==> config.mk <==
export PLATFORM = sky130hd
export DESIGN_NAME = true_dpram_param_flat
export DESIGN_NICKNAME = d
export VERILOG_FILES = /design/src/rtl/true_dpram_param_if.sv /design/src/rtl/true_dpram_param.sv /design/src/flat_wrapper.sv
export SDC_FILE = /design/constraint.sdc
export NUM_CORES = 1
export LEC_CHECK = 0
export CAP_MARGIN = 20
export CORE_ASPECT_RATIO = 1.2
export CORE_MARGIN = 2
export CORE_UTILIZATION = 55
export CTS_BUF_LIST = sky130_fd_sc_hd__clkbuf_8
export DETAILED_ROUTE_END_ITERATION = 8
export PLACE_DENSITY = 0.77
export SETUP_SLACK_MARGIN = 0.15
export SKIP_CTS_REPAIR_TIMING = 1
export SLEW_MARGIN = 0
export SYNTH_ARGS = -nofsm -noshare
export SYNTH_HDL_FRONTEND = slang
export SYNTH_SLANG_ARGS = --single-unit
==> constraint.sdc <==
create_clock -name clk -period 5.8 [get_ports clk]
set_clock_uncertainty 0.05 [all_clocks]
set_input_delay 1.45 -clock clk [delete_from_list [all_inputs] [get_ports clk]]
set_output_delay 1.45 -clock clk [all_outputs]
set_load 0.05 [all_outputs]
==> src/rtl/true_dpram_param_if.sv <==
// Port bundle for true_dpram_param.
//   master : drives both ports' write data, address and write enable; observes
//            registered read data, the clear-sweep busy flag and the collision pulse.
//   slave  : the RAM side of the same signals.
interface true_dpram_param_if #(
    parameter int DATA_WIDTH = 12,
    parameter int ADDR_WIDTH = 3
);
    logic [DATA_WIDTH-1:0] data_a;
    logic [ADDR_WIDTH-1:0] addr_a;
    logic                  we_a;
    logic [DATA_WIDTH-1:0] data_b;
    logic [ADDR_WIDTH-1:0] addr_b;
    logic                  we_b;
    logic [DATA_WIDTH-1:0] q_a;
    logic [DATA_WIDTH-1:0] q_b;
    logic                  init_busy;
    logic                  collision;

    modport master (
        output data_a, addr_a, we_a, data_b, addr_b, we_b,
        input  q_a, q_b, init_busy, collision
    );

    modport slave (
        input  data_a, addr_a, we_a, data_b, addr_b, we_b,
        output q_a, q_b, init_busy, collision
    );
endinterface

==> src/rtl/true_dpram_param.sv <==
// Single-clock true dual-port RAM with hardware clear sweep after reset.
//   clk        : clock, all state on rising edge
//   reset      : asynchronous, active-high; restarts the clear sweep
//   bus.slave  : port A/B data, address, write enable in; q_a/q_b registered
//                read data, init_busy (sweep running, ports ignored),
//                collision (one-cycle pulse, both ports wrote one address)
// Build option: define DPRAM_BYPASS_EN to forward the other port's same-cycle
// write data to a read of that address (otherwise the old word is returned).
//
// state | meaning
// INIT  | clear sweep writing INIT_VALUE to mem[sweep_cnt], ports ignored
// READY | normal dual-port operation
module true_dpram_param #(
    parameter int                    DATA_WIDTH = 12,
    parameter int                    ADDR_WIDTH = 3,
    parameter logic [DATA_WIDTH-1:0] INIT_VALUE = '0
) (
    input  logic               clk,
    input  logic               reset,
    true_dpram_param_if.slave  bus
);
    localparam int DEPTH = 2 ** ADDR_WIDTH;

`ifdef DPRAM_BYPASS_EN
    localparam bit BYPASS_EN = 1'b1;
`else
    localparam bit BYPASS_EN = 1'b0;
`endif

    typedef enum logic {INIT, READY} state_t;

    state_t                state;
    state_t                state_next;
    logic [ADDR_WIDTH-1:0] sweep_cnt;
    logic [ADDR_WIDTH-1:0] sweep_cnt_next;
    logic [DATA_WIDTH-1:0] mem [DEPTH];

    logic                  ready;
    logic                  collide;
    logic                  wr_a;
    logic                  wr_b;
    logic [DATA_WIDTH-1:0] q_a_next;
    logic [DATA_WIDTH-1:0] q_b_next;

    always_ff @(posedge clk or posedge reset) begin
        if (reset) begin
            state     <= INIT;
            sweep_cnt <= '0;
        end else begin
            state     <= state_next;
            sweep_cnt <= sweep_cnt_next;
        end
    end

    // The counter wraps to 0 naturally on the last sweep write.
    always_comb begin
        state_next     = state;
        sweep_cnt_next = sweep_cnt;
        case (state)
            INIT: begin
                sweep_cnt_next = sweep_cnt + ADDR_WIDTH'(1);
                if (sweep_cnt == ADDR_WIDTH'(DEPTH - 1))
                    state_next = READY;
            end
            READY: ;
            default: state_next = INIT;
        endcase
    end

    always_comb begin
        ready         = (state == READY);
        bus.init_busy = (state == INIT);
        collide       = ready && bus.we_a && bus.we_b && (bus.addr_a == bus.addr_b);
        wr_a          = ready && bus.we_a;
        // Port A wins a same-address collision; the B write is dropped.
        wr_b          = ready && bus.we_b && !collide;

        q_a_next = '0;
        q_b_next = '0;
        if (ready) begin
            if (bus.we_a)
                q_a_next = bus.data_a;
            else if (BYPASS_EN && bus.we_b && (bus.addr_b == bus.addr_a))
                q_a_next = bus.data_b;
            else
                q_a_next = mem[bus.addr_a];

            if (collide)
                q_b_next = bus.data_a;
            else if (bus.we_b)
                q_b_next = bus.data_b;
            else if (BYPASS_EN && bus.we_a && (bus.addr_a == bus.addr_b))
                q_b_next = bus.data_a;
            else
                q_b_next = mem[bus.addr_b];
        end
    end

    always_ff @(posedge clk or posedge reset) begin
        if (reset) begin
            bus.q_a       <= '0;
            bus.q_b       <= '0;
            bus.collision <= 1'b0;
        end else begin
            bus.q_a       <= q_a_next;
            bus.q_b       <= q_b_next;
            bus.collision <= collide;
        end
    end

    // No reset on the array; gating on reset drops any write at an edge
    // that sees reset high.
    always_ff @(posedge clk) begin
        if (!reset) begin
            if (state == INIT) begin
                mem[sweep_cnt] <= INIT_VALUE;
            end else begin
                if (wr_a) mem[bus.addr_a] <= bus.data_a;
                if (wr_b) mem[bus.addr_b] <= bus.data_b;
            end
        end
    end
endmodule

==> src/flat_wrapper.sv <==
// flat-port wrapper written by rule: the top's interface ports become plain ports
module true_dpram_param_flat 
#(
    parameter int                    DATA_WIDTH = 12,
    parameter int                    ADDR_WIDTH = 3,
    parameter logic [DATA_WIDTH-1:0] INIT_VALUE = '0
)
  (clk, reset, bus_data_a, bus_addr_a, bus_we_a, bus_data_b, bus_addr_b, bus_we_b, bus_q_a, bus_q_b, bus_init_busy, bus_collision);
  true_dpram_param_if #(.DATA_WIDTH(DATA_WIDTH), .ADDR_WIDTH(ADDR_WIDTH)) bus_i ();
  input  logic clk;
  input  logic reset;
  input wire logic [$bits(bus_i.data_a)-1:0] bus_data_a;
  input wire logic [$bits(bus_i.addr_a)-1:0] bus_addr_a;
  input wire logic [$bits(bus_i.we_a)-1:0] bus_we_a;
  input wire logic [$bits(bus_i.data_b)-1:0] bus_data_b;
  input wire logic [$bits(bus_i.addr_b)-1:0] bus_addr_b;
  input wire logic [$bits(bus_i.we_b)-1:0] bus_we_b;
  output wire logic [$bits(bus_i.q_a)-1:0] bus_q_a;
  output wire logic [$bits(bus_i.q_b)-1:0] bus_q_b;
  output wire logic [$bits(bus_i.init_busy)-1:0] bus_init_busy;
  output wire logic [$bits(bus_i.collision)-1:0] bus_collision;
  assign bus_i.data_a = bus_data_a;
  assign bus_i.addr_a = bus_addr_a;
  assign bus_i.we_a = bus_we_a;
  assign bus_i.data_b = bus_data_b;
  assign bus_i.addr_b = bus_addr_b;
  assign bus_i.we_b = bus_we_b;
  assign bus_q_a = bus_i.q_a;
  assign bus_q_b = bus_i.q_b;
  assign bus_init_busy = bus_i.init_busy;
  assign bus_collision = bus_i.collision;
  true_dpram_param #(.DATA_WIDTH(DATA_WIDTH), .ADDR_WIDTH(ADDR_WIDTH), .INIT_VALUE(INIT_VALUE)) u_core (.clk(clk), .reset(reset), .bus(bus_i));
endmodule
==> impl_results.md <==
* Outcome: complete, no violations
* FF/Latch Area at 3610 µm²
* Footprint of the multi-input gates at 3470 µm²
* Dpl cell area at 8090 µm²
* RSZ-0062 raised after global routing: no
* Antenna Violating Nets Remaining at 0
* Setup_tns at 0 ns
* Antenna fix cells at 0
* Total Routed Length at 20.7 mm
* Reg2reg setup slack at 2.48 ns
* CTS Buf Count at 17
* Global-route wire length before repair at 31.1 mm
* Largest net degree at the start of global routing at 42
* Crit. Startpoint: bus_addr_a[2]
* NetSw at 552 µW
* Peak supply drop at 0.163 mV
* Total Routing Usage GR at 30.3%
* Fill count at 992
* Yosys warnings at 0
* GP Congestion at 0.868
* Global routing met2 resource utilization at 48.2%
* Fin crit share at 72.6%
* PortBufs at 59
* Initial Utilization at 56.1%
* CTS Root Cell: clkbuf_8
* Depth of the worst register-to-register path at 6
* Setup crit end: u_core.mem[3][4]$_DFFE_PP_
* Critical path required time at 5.90 ns
* EDFF count, synth at 96
* Net Sw Frac at 26.2%
* Vias in the first global route at 5363
* Area leader, netlist: edfxtp_1
* DRT Pass-1 Iters at 5
* Seq/Total Area, Yosys at 48.8%
* Worst setup SP type: input pin
* Synthesized net count at 600
* Post-synth top cells: edfxtp_1, mux2_2, o21ai_0, mux2i_1, clkbuf_1
* Max_cap viols at 0
* Min cycle time layout at 4.21 ns
* Sequential power share at 47.3%
* Clock input transition at the sequential cells of the worst setup and hold paths at 0.08 ns
* Syn avg cell area at 13.1 µm²
* Cell Area, Synth at 7400 µm²
* Internal power at 1.55 mW
* DIE HEIGHT at 131 µm
* Ports at 60
* CTS tree: yes
* Final Hold Fails at 0
* GRT met1 Usage at 38.6%
* Most common cell in the netlist: edfxtp_1
* M3 GR Usage at 8.06%
* Final Setup Violations at 0
* Power Total at 2.10 mW
* Core region area at 13200 µm²
* Non-Filler Cell Area, Final at 8510 µm²
* Synth top area cells: edfxtp_1, mux2_2, dfrtp_1, mux4_2, mux2i_1
* Post-synth cell types at 49
* Row cnt at 46
* Kind of critical path: input pin to flip-flop
* Asr flop ratio synth at 23.2%
* Fmax at 238 MHz
* Sinks on Clock Net at 125
* Yosys reg bits at 125
* Syn Inst Count at 564
* Via Count at 5283
* Combinational Power Share at 15.6%
* Deepest clock path buffer count at 2
* Power Density at 247 nW/µm²
* Initial antenna violation count at 0
* Syn-to-layout area delta at 15.0%
* Slew Limit Headroom at 23.7%
* Leakage at 3.43 nW
* Layout cells sized above 1 at 28.6%
* Worst-path maximum fanout at 17
* Worst EP arrival at 4.31 ns
* Post-DP HPWL at 13.2 mm
* CP endpoint kind: flip-flop
* Initial DRC Count at 546
* Hold Path Class: flip-flop to flip-flop
* Clk Latency, worst-skew pair at 0.44 ns
* Clock Power Share at 37.1%
* Top FF cell, synth: edfxtp_1
* R2r endpoint: u_core.mem[0][3]$_DFFE_PP_
* H-tree Lvls at 4
* Synth top area share at 39.0%
* DRC viols at 0
* Grt ovf at 0
* Die Span X at 110 µm
* GRT Max-Usage Layer: met2
* Max Slew Vio Count at 0
* Via-per-instance ratio at 6.72
* RR Startpoint: u_core.ready$_DFF_PP0_
* DR WL/cell at 26.3 µm
* Full die area at 14400 µm²
* Total Nets Final at 642
* Worst Tran Pin Value at 1.14 ns
==> area by class of cell <==
cell class                      count  share of cell area (%)
Sequential cell                   125                    42.4
Tap cell                          168                    2.47
Clock buffer                       19                    3.07
Clock inverter                     12                    1.52
Inverter                            7                   0.309
Timing Repair Buffer               87                    9.39
Multi-Input combinational cell    368                    40.8
==> worst max-delay path, cell delays in order <==
cell and delay, ns:
clkdlybuf4s50_1 0.46, buf_4 0.31, xor2_1 0.27, nor4_4 0.08, buf_4 0.22, or4_1 0.77
o21ai_1 0.50, buf_6 0.23
==> flip-flops by register name, summed over array words and instances (netlist names) <==
register and cells:
u_core.bus.collision 1, u_core.bus.q_a 12, u_core.bus.q_b 12, u_core.mem 96, u_core.ready 1, u_core.sweep_cnt 3
==> per-stage QoR <==
step	utilization [%]	instances	setup WS, ns	hold WS, ns
3_3_place_gp	61.4	753	1.10	0.461
5_1_grt	64.5	786	1.46	0.518
2_1_floorplan	-	564	1.59	0.428
3_5_place_dp	61.4	753	1.04	0.471
6_report	64.5	786	1.59	0.511
4_1_cts	64.4	784	1.49	0.484
==> per-layer routing <==
layer / part of all wire (%) / up-vias
li1: - / 2252
met1: 38 / 2635
met4: 3.7 / 0
met2: 48 / 333
met5: 0 / -
met3: 10 / 63
==> cell families (layout without fill, tap and decap cells) <==
family	after synthesis	after routing	synth area share, %
mux	165	165	29.2
flops	125	125	48.8
compound gates	106	106	9.08
simple gates	91	91	7.75
buf+inv	71	125	4.35
xor+xnor	4	4	0.474
fa+ha+maj	2	2	0.338
==> power by group through the flow <==
stage | Combinational [mW] | Clock, mW | Sequential (mW)
finish | 0.328 | 0.780 | 0.995
detailed placement | 0.322 | 0 | 1.01
global placement | 0.315 | 0 | 1.01
CTS | 0.324 | 0.784 | 0.996
floorplan | 0.151 | 0 | 1.07
global route | 0.346 | 0.819 | 0.996
==> how the worst min path moves through the flow <==
stage | end | from | slack, ns | cells after the start
floorplan | u_core.sweep_cnt[0]$_DFFE_PP0N_ | u_core.sweep_cnt[0]$_DFFE_PP0N_ | 0.43 | 1
global placement | u_core.sweep_cnt[0]$_DFFE_PP0N_ | u_core.sweep_cnt[0]$_DFFE_PP0N_ | 0.46 | 1
detailed placement | u_core.sweep_cnt[0]$_DFFE_PP0N_ | u_core.sweep_cnt[0]$_DFFE_PP0N_ | 0.47 | 1
CTS | u_core.sweep_cnt[0]$_DFFE_PP0N_ | u_core.sweep_cnt[0]$_DFFE_PP0N_ | 0.48 | 1
global route | u_core.sweep_cnt[0]$_DFFE_PP0N_ | u_core.sweep_cnt[0]$_DFFE_PP0N_ | 0.52 | 1
finish | u_core.sweep_cnt[0]$_DFFE_PP0N_ | u_core.sweep_cnt[0]$_DFFE_PP0N_ | 0.51 | 1
==> cells in the final DEF, fill, tap and decap left out, drive strengths merged, types with 4 or more instances in the layout <==
cell           count
dfrtp             29
a211o              6
or2                5
or4                4
nor2               7
inv               10
o21ai             42
mux2i             35
a22o               6
nor4               5
clkdlybuf4s50     57
buf               30
nand3             11
nand2             17
o31ai              5
o21bai             4
mux4              25
a21oi             17
clkinv             6
and3               7
a21boi             9
nand2b             4
and2              12
clkbuf            19
edfxtp            96
mux2             105
nor3b              6
a221oi             6
No activity file was read; power rests on OpenSTA's default activity.
